$ cat config.mk
export PLATFORM = sky130hd
export DESIGN_NAME = ifetch_unit_flat
export DESIGN_NICKNAME = d
export VERILOG_FILES = /design/src/rtl/ifetch_if.sv /design/src/rtl/ifetch_unit.sv /design/src/flat_wrapper.sv
export SDC_FILE = /design/constraint.sdc
export NUM_CORES = 1
export LEC_CHECK = 0
export CAP_MARGIN = 25
export CORE_MARGIN = 2
export CORE_UTILIZATION = 47
export DETAILED_ROUTE_END_ITERATION = 12
export PLACE_DENSITY = 0.88
export SYNTH_ARGS = -nofsm -noshare
export SYNTH_HDL_FRONTEND = slang
export SYNTH_SLANG_ARGS = --single-unit
$ cat constraint.sdc
create_clock -name clk -period 5.82 [get_ports clk]
set_clock_uncertainty 0.05 [all_clocks]
set_input_delay 0.873 -clock clk [delete_from_list [all_inputs] [get_ports clk]]
set_output_delay 0.873 -clock clk [all_outputs]
set_load 0.05 [all_outputs]
$ cat src/rtl/ifetch_if.sv
// Fetch unit bus: instruction-memory handshake, decoder-facing instruction
// register and the decoder's next-PC controls.
interface ifetch_if;
    localparam int unsigned XLEN = 32;

    logic            imem_req;
    logic [XLEN-1:0] imem_addr;
    logic            imem_ack;
    logic [XLEN-1:0] imem_rdata;
    logic [XLEN-1:0] instr;
    logic            instr_valid;
    logic [XLEN-1:0] instr_pc;
    logic [XLEN-1:0] link_pc;
    logic            stall;
    logic [1:0]      PC_MUX_Select;
    logic [3:0]      Bf;
    logic [XLEN-1:0] rs_data;
    logic [XLEN-1:0] rt_data;
    logic [XLEN-1:0] retired_count;

    // Fetch unit side
    modport master (
        input  imem_ack, imem_rdata, stall, PC_MUX_Select, Bf, rs_data, rt_data,
        output imem_req, imem_addr, instr, instr_valid, instr_pc, link_pc, retired_count
    );

    // Memory / decoder side
    modport slave (
        output imem_ack, imem_rdata, stall, PC_MUX_Select, Bf, rs_data, rt_data,
        input  imem_req, imem_addr, instr, instr_valid, instr_pc, link_pc, retired_count
    );
endinterface

$ cat src/rtl/ifetch_unit.sv
// Instruction fetch unit: requests one word at pc, holds it for the decoder
// until consumed, then advances pc by the decoder's seq/branch/jump select.
module ifetch_unit #(
    parameter logic [31:0] RESET_PC = 32'h0000_0000
) (
    input  logic     clk,
    input  logic     rst,
    ifetch_if.master bus
);
    localparam int unsigned XLEN = 32;

    typedef enum logic {
        FETCH = 1'b0,
        VALID = 1'b1
    } state_t;

    state_t          state_q, state_d;
    logic [XLEN-1:0] pc_q, pc_d;
    logic [XLEN-1:0] instr_q, instr_d;
    logic [XLEN-1:0] instr_pc_q, instr_pc_d;
    logic [XLEN-1:0] retired_q, retired_d;
    logic            req_q, req_d;
    logic            valid_q, valid_d;

    logic [XLEN-1:0] seq_pc;
    logic [XLEN-1:0] br_off;
    logic [XLEN-1:0] jmp_pc;
    logic [XLEN-1:0] next_pc;
    logic            taken;

    // Next-PC selection for the held instruction; only used when it is consumed
    always_comb begin
        seq_pc  = instr_pc_q + 32'd4;
        br_off  = {{14{instr_q[15]}}, instr_q[15:0], 2'b00};
        jmp_pc  = {seq_pc[31:28], instr_q[25:0], 2'b00};
        taken   = ((bus.Bf == 4'b0001) && (bus.rs_data == bus.rt_data)) ||
                  ((bus.Bf == 4'b0010) && (bus.rs_data != bus.rt_data));
        next_pc = seq_pc;
        case (bus.PC_MUX_Select)
            2'b01:   next_pc = taken ? (seq_pc + br_off) : seq_pc;
            2'b10:   next_pc = jmp_pc;
            default: next_pc = seq_pc;
        endcase
    end

    // FETCH waits for the memory ack, VALID waits for the decoder to take the word
    always_comb begin
        state_d    = state_q;
        pc_d       = pc_q;
        instr_d    = instr_q;
        instr_pc_d = instr_pc_q;
        retired_d  = retired_q;
        req_d      = req_q;
        valid_d    = valid_q;
        case (state_q)
            FETCH: begin
                if (bus.imem_ack) begin
                    instr_d    = bus.imem_rdata;
                    instr_pc_d = pc_q;
                    state_d    = VALID;
                    req_d      = 1'b0;
                    valid_d    = 1'b1;
                end
            end
            VALID: begin
                if (!bus.stall) begin
                    pc_d      = next_pc;
                    retired_d = retired_q + 32'd1;
                    state_d   = FETCH;
                    req_d     = 1'b1;
                    valid_d   = 1'b0;
                end
            end
        endcase
    end

    // State and output registers; reset drops any in-flight transaction
    always_ff @(posedge clk or posedge rst) begin
        if (rst) begin
            state_q    <= FETCH;
            pc_q       <= {RESET_PC[31:2], 2'b00};
            instr_q    <= '0;
            instr_pc_q <= '0;
            retired_q  <= '0;
            req_q      <= 1'b1;
            valid_q    <= 1'b0;
        end else begin
            state_q    <= state_d;
            pc_q       <= pc_d;
            instr_q    <= instr_d;
            instr_pc_q <= instr_pc_d;
            retired_q  <= retired_d;
            req_q      <= req_d;
            valid_q    <= valid_d;
        end
    end

    assign bus.imem_req      = req_q;
    assign bus.imem_addr     = pc_q;
    assign bus.instr         = instr_q;
    assign bus.instr_valid   = valid_q;
    assign bus.instr_pc      = instr_pc_q;
    assign bus.link_pc       = instr_pc_q + 32'd4;
    assign bus.retired_count = retired_q;
endmodule
$ cat src/flat_wrapper.sv
// flat-port wrapper written by rule: the top's interface ports become plain ports
module ifetch_unit_flat 
#(
    parameter logic [31:0] RESET_PC = 32'h0000_0000
)
  (clk, rst, bus_imem_ack, bus_imem_rdata, bus_stall, bus_PC_MUX_Select, bus_Bf, bus_rs_data, bus_rt_data, bus_imem_req, bus_imem_addr, bus_instr, bus_instr_valid, bus_instr_pc, bus_link_pc, bus_retired_count);
  ifetch_if bus_i ();
  input  logic clk;
  input  logic rst;
  input wire logic [$bits(bus_i.imem_ack)-1:0] bus_imem_ack;
  input wire logic [$bits(bus_i.imem_rdata)-1:0] bus_imem_rdata;
  input wire logic [$bits(bus_i.stall)-1:0] bus_stall;
  input wire logic [$bits(bus_i.PC_MUX_Select)-1:0] bus_PC_MUX_Select;
  input wire logic [$bits(bus_i.Bf)-1:0] bus_Bf;
  input wire logic [$bits(bus_i.rs_data)-1:0] bus_rs_data;
  input wire logic [$bits(bus_i.rt_data)-1:0] bus_rt_data;
  output wire logic [$bits(bus_i.imem_req)-1:0] bus_imem_req;
  output wire logic [$bits(bus_i.imem_addr)-1:0] bus_imem_addr;
  output wire logic [$bits(bus_i.instr)-1:0] bus_instr;
  output wire logic [$bits(bus_i.instr_valid)-1:0] bus_instr_valid;
  output wire logic [$bits(bus_i.instr_pc)-1:0] bus_instr_pc;
  output wire logic [$bits(bus_i.link_pc)-1:0] bus_link_pc;
  output wire logic [$bits(bus_i.retired_count)-1:0] bus_retired_count;
  assign bus_i.imem_ack = bus_imem_ack;
  assign bus_i.imem_rdata = bus_imem_rdata;
  assign bus_i.stall = bus_stall;
  assign bus_i.PC_MUX_Select = bus_PC_MUX_Select;
  assign bus_i.Bf = bus_Bf;
  assign bus_i.rs_data = bus_rs_data;
  assign bus_i.rt_data = bus_rt_data;
  assign bus_imem_req = bus_i.imem_req;
  assign bus_imem_addr = bus_i.imem_addr;
  assign bus_instr = bus_i.instr;
  assign bus_instr_valid = bus_i.instr_valid;
  assign bus_instr_pc = bus_i.instr_pc;
  assign bus_link_pc = bus_i.link_pc;
  assign bus_retired_count = bus_i.retired_count;
  ifetch_unit #(.RESET_PC(RESET_PC)) u_core (.clk(clk), .rst(rst), .bus(bus_i));
endmodule
* Word-level counts from Yosys, hierarchy flattened *
Index checks and enable logic that the tools add are counted.

storage, ports and cells
  bits in registers = 131
  bits in latches = 0
  bits in writable memories = 0
  memory bits (read-only) = 0
  input bits = 106
  output and inout port bits = 162
  word-level logic and storage cells = 37
  memories kept = 0

operators by class
  add/subtract/negate cells = 3
  multipliers = 0
  div/mod/pow operators = 0
  order comparisons = 0
  equal/unequal tests = 8
  shifts and indexed selects = 0
  mux-type cells = 11
  bitwise logic cells = 2
  reductions and logical operators = 6

operator list
  kind                                            number
  case mux 32 bit (2 select lines)                1
  adder 32 x 1 -> 32 bit (second input constant)  1
  adder 32 x 3 -> 32 bit (second input constant)  1
  adder 32 bit                                    1
  == test 32 bit                                  1
  2-to-1 mux 32 bit                               1
  inequality test 32 bit                          1
  2-to-1 mux 1 bit                                6
  case mux 1 bit (2 select lines)                 3
  AND reduction 2 bit                             3
  == test 4 x 1 -> 1 bit (second input constant)  1
  == test 4 x 2 -> 1 bit (second input constant)  1
  inequality test 2 bit (second input constant)   2
  == test 2 x 1 -> 1 bit (second input constant)  1
  == test 2 bit (second input constant)           1
  logical AND 1 bit                               2
  NOT 1 bit                                       2
  logical OR 1 bit                                1

* Longest topological paths before layout *
  depth in word-level cells = 5
  gate-level depth with buffers = 16
  depth with buffers taken out = 15

* Worst setup path after synthesis *
OpenSTA, ideal clock, no wires.

  path type = reg2reg
  start = register u_core.instr_pc_q[4], in the netlist u_core.bus.instr_pc[4]
  end = register u_core.pc_q[22], in the netlist u_core.bus.imem_addr[22]
  setup time = 0.132 ns
  arrival time = 4.435 ns
  data required time = 5.638 ns
  setup slack = 1.203 ns
  cell stages (with the launch flop) = 16
  buffers on the path = 1
  clock period less this slack = 4.617 ns
  path through = dfrtp_1 > and4_1 > and3_1 > and4_1 > buf_2 > nand4_1 > xnor2_1 > ha_1 > and2_1 > a221o_1 > a21oi_1 > o21a_1 > o31ai_1 > xor2_1 > a222oi_1 > o21ai_1

between the ends
  word-level cells in the longest chain between the ends = 4

RTL lines
  what                              line                text
  start: declaration                ifetch_unit.sv:20   logic [XLEN-1:0] instr_pc_q, instr_pc_d;
  start signal: assignment          ifetch_unit.sv:91   instr_pc_q <= instr_pc_d;
  adder 32 x 3 -> 32 bit            --
  net bus_link_pc[16]               flat_wrapper.sv:22  output wire logic [$bits(bus_i.link_pc)-1:0] bus_link_pc;
  adder 32 bit                      ifetch_unit.sv:40   2'b01: next_pc = taken ? (seq_pc + br_off) : seq_pc;
  2-to-1 mux 32 bit                 ifetch_unit.sv:40
  case mux 32 bit (2 select lines)  ifetch_unit.sv:39   case (bus.PC_MUX_Select)
  end signal: assignment            ifetch_unit.sv:81   pc_q <= {RESET_PC[31:2], 2'b00};
  end signal: assignment            ifetch_unit.sv:89   pc_q <= pc_d;
  end: declaration                  ifetch_unit.sv:18   logic [XLEN-1:0] pc_q, pc_d;

The timed path passes the listed nets, and every way through them passes these cells.
A chain may end at the register's enable or synchronous reset.

* Worst setup path in the final report *
  start = register u_core.instr_pc_q[4], in the netlist u_core.bus.instr_pc[4]
  end = output bus_link_pc[24]

between the ends
  word-level cells in the longest chain between the ends = 1

RTL lines
  what                    line                text
  adder 32 x 3 -> 32 bit  ifetch_unit.sv:103  assign bus.link_pc = instr_pc_q + 32'd4;
  end: declaration        flat_wrapper.sv:22

Every way passes these cells.

==> results.py <==
metrics = {
    "synthesis": {
        "netlist_area_sq_um": 8170,
        "ys_ff_latch": 131,
        "avgSynthCellArea_sq_um": 9.84,
        "postSynthCellCount": 831,
        "synth_flop_cell": "dfrtp_1",
        "yosysWarningCount": 0,
        "synthArstFlopShare_pct": 100,
        "synth-edff-count": 0,
        "ys_seq_area_share_pct": 40.1,
        "syn-num-nets": 978,
        "synthDistinctLibCells": 60,
    },
    "pwr": {
        "pwr-share-comb_pct": 61.0,
        "p_int_mw": 3.40,
        "p_switching_mw": 3.47,
        "p_clk_share_pct": 16.8,
        "p_sw_share_pct": 50.5,
        "ir_worst_vdd_uv": 766,
        "cellPowerDensity_nw_per_um2": 586,
        "p_leak_nw": 4.79,
        "pwr-share-seq_pct": 22.1,
    },
    "sta": {
        "slew_violations": 0,
        "max_freq_mhz": 222,
        "finalSetupViolCount": 0,
        "timing.final.hold_violations": 0,
        "rsz0062_at_grt": "no",
        "worst_pin_slew_ns": 1.03,
        "setup_tns_ns": 0,
        "period_needed_ns": 4.51,
        "maxSlewHeadroom_pct": 31.3,
        "period_share_pct": 77.5,
    },
    "final_layout": {
        "final_common_cell": "clkdlybuf4s50_1",
        "regArea_sq_um": 3280,
        "post-route-util_pct": 68.2,
        "nNetsFinal": 1238,
        "layout_common_cells": "267 x clkdlybuf4s50_1, 130 x dfrtp_1, 83 x xnor2_1",
        "drive_above_1_share_pct": 10.1,
        "multiInputGateArea_sq_um": 4700,
        "antennaDiodeCount": 0,
        "area_growth_pct": 43.3,
        "fillerInstances": 1355,
    },
    "job": {
        "maxCapViolations": 0,
    },
    "floorplan": {
        "io_pins": 268,
        "row_count": 48,
        "die-area_sq_um": 18500,
        "core_sq_um": 17200,
        "die_y_um": 136,
        "start_util_pct": 47.6,
        "fp.dieW_um": 136,
    },
    "min_path": {
        "hold_path.class": "reg2reg",
    },
    "global_route": {
        "grtUsageTotal_pct": 29.1,
        "antenna_found_initial": 0,
        "first_global_vias": 7737,
        "grt_pass1_wl_um": 41500,
        "grt_max_degree": 78,
        "overflow": 0,
    },
    "clock_tree": {
        "cts_setup_buffers": 0,
        "clk_latency_ns": 0.42,
        "cts_resized": 0,
        "htreeDepth": 4,
        "clockRootBuffer": "clkbuf_16",
        "cts_buffers": 17,
        "cts_tree": "built",
        "hold_buffers": 0,
        "clkTransAtPathRegs_ns": 0.06,
        "ctsLongestPathBuffers": 2,
        "clock_sinks": 131,
    },
    "place": {
        "portBuffers": 267,
        "dpl.hpwl_um": 19800,
        "place_congestion": 0.900,
    },
    "drt": {
        "vias": 7759,
        "drtPass1Iterations": 5,
        "via_per_inst": 5.84,
        "drtAntennaViolNets": 0,
        "routed_wl_um": 26800,
        "first_iter_violations": 662,
        "drc": 0,
        "wl_per_cell_um": 20.2,
    },
    "setup_path": {
        "worstPathArrival_ns": 3.59,
        "cp-start-kind": "flip-flop",
        "cp.required_ns": 4.90,
        "crit_type": "reg2out",
        "cp_max_fo": 8,
        "cp-end-kind": "primary output",
    },
    "outcome": {
        "status": "complete, no violations",
    },
}
cell type report:
type / count / share of cell area, %
inverter: 17 / 0.588
timing repair buffer: 276 / 23.5
clock inverter: 12 / 1.53
sequential: 131 / 28.0
multi-input combinational: 648 / 40.1
clock buffer: 20 / 3.90
tap: 225 / 2.40
sequential cells by signal, indices dropped and copies added (netlist names):
register and cells:
u_core.bus.imem_req 1, u_core.state_q 1, u_core.bus.instr_pc 32, u_core.bus.retired_count 32, u_core.bus.instr 32, u_core.bus.instr_valid 1, u_core.bus.imem_addr 32
metal layers:
metal | part of all wire [%] | up-vias | track usage [%]
met5 | 0 | - | 0
met4 | 3.1 | 0 | 11.5
met3 | 9.1 | 63 | 7.08
met2 | 49 | 390 | 49.6
met1 | 38 | 3767 | 35.4
li1 | - | 3539 | -
cell usage after synthesis (4+ instances only):
cell type / instances / share of area [%]
xor2_1: 33 / 3.5
dfrtp_1: 130 / 40
and4_1: 7 / 0.75
a31oi_1: 13 / 0.99
nor2b_1: 4 / 0.31
o22ai_1: 7 / 0.54
o211ai_1: 8 / 0.73
a21oi_1: 50 / 3.1
o21a_1: 6 / 0.55
ha_1: 40 / 6.1
a221oi_1: 12 / 1.3
nor4_1: 4 / 0.31
xnor2_1: 83 / 8.9
nor3_1: 8 / 0.49
o21ai_1: 17 / 1.0
o21ai_0: 17 / 1.0
buf_2: 6 / 0.37
nor2_1: 51 / 2.3
or3_1: 5 / 0.38
o31a_1: 4 / 0.43
a21o_1: 17 / 1.6
and3_1: 12 / 0.92
and2_1: 9 / 0.69
nand4_1: 29 / 2.2
nand2b_1: 7 / 0.54
a211oi_1: 7 / 0.64
clkbuf_1: 20 / 0.92
nand3_1: 26 / 1.6
inv_1: 17 / 0.78
nand2_1: 70 / 3.2
buf_1: 6 / 0.28
mux2_2: 63 / 8.7
final timing paths:
| path | from | slack, ns | cells past startpoint | to |
|---|---|---|---|---|
| worst max-delay path | u_core.bus.instr_pc[4] | 1.31 | 7 | bus_link_pc[24] |
| worst min-delay path | u_core.bus.retired_count[31] | 0.43 | 1 | u_core.bus.retired_count[31] |
| worst max register to register | u_core.bus.instr_pc[4] | 1.65 | 14 | u_core.bus.imem_addr[23] |
| worst min register to register | u_core.bus.retired_count[31] | 0.43 | 1 | u_core.bus.retired_count[31] |
| max in group asynchronous | rst | 3.59 | 3 | u_core.bus.imem_addr[10] |
| min in group asynchronous | rst | 0.89 | 2 | u_core.bus.retired_count[11] |
power by group through the flow:
stage	Sequential [mW]	Combinational [mW]	Clock, mW
final	1.52	4.19	1.16
after CTS	1.51	4.15	1.17
after global placement	1.50	4.08	0
after detailed placement	1.52	4.12	0
after global routing	1.56	4.42	1.21
after floorplan	2.30	1.99	0
metrics by stage:
step / worst slack, ns / power [mW] / area, sq um / instances / hold slack, ns
floorplan: 1.20 / 4.29 / 8170 / 831 / 0.438
global placement: 1.86 / 5.59 / 11100 / 1295 / 0.415
detailed placement: 1.77 / 5.64 / 11100 / 1295 / 0.419
CTS: 1.40 / 6.83 / 11700 / 1327 / 0.432
global route: 1.26 / 7.18 / 11700 / 1329 / 0.458
finish: 1.31 / 6.87 / 11700 / 1329 / 0.432
kinds of logic (layout without fill, tap and decap cells):
family	after synthesis	in the layout	synth area share, %
compound gates	182	182	14.5
flops	131	131	40.1
simple gates	242	242	14.7
mux	67	67	9.20
xor+xnor	116	116	12.4
buf+inv	52	325	2.62
fa+ha+maj	41	41	6.37
critical path: stages, from the launching register on:
cell	delay, ns
dfrtp_1	0.46
and4_1	0.26
and3_1	0.21
and4_1	0.40
nand3_1	0.21
nor2_1	0.16
xor2_1	0.54
clkdlybuf4s50_1	0.92
Power figures use the tool's default switching activity.
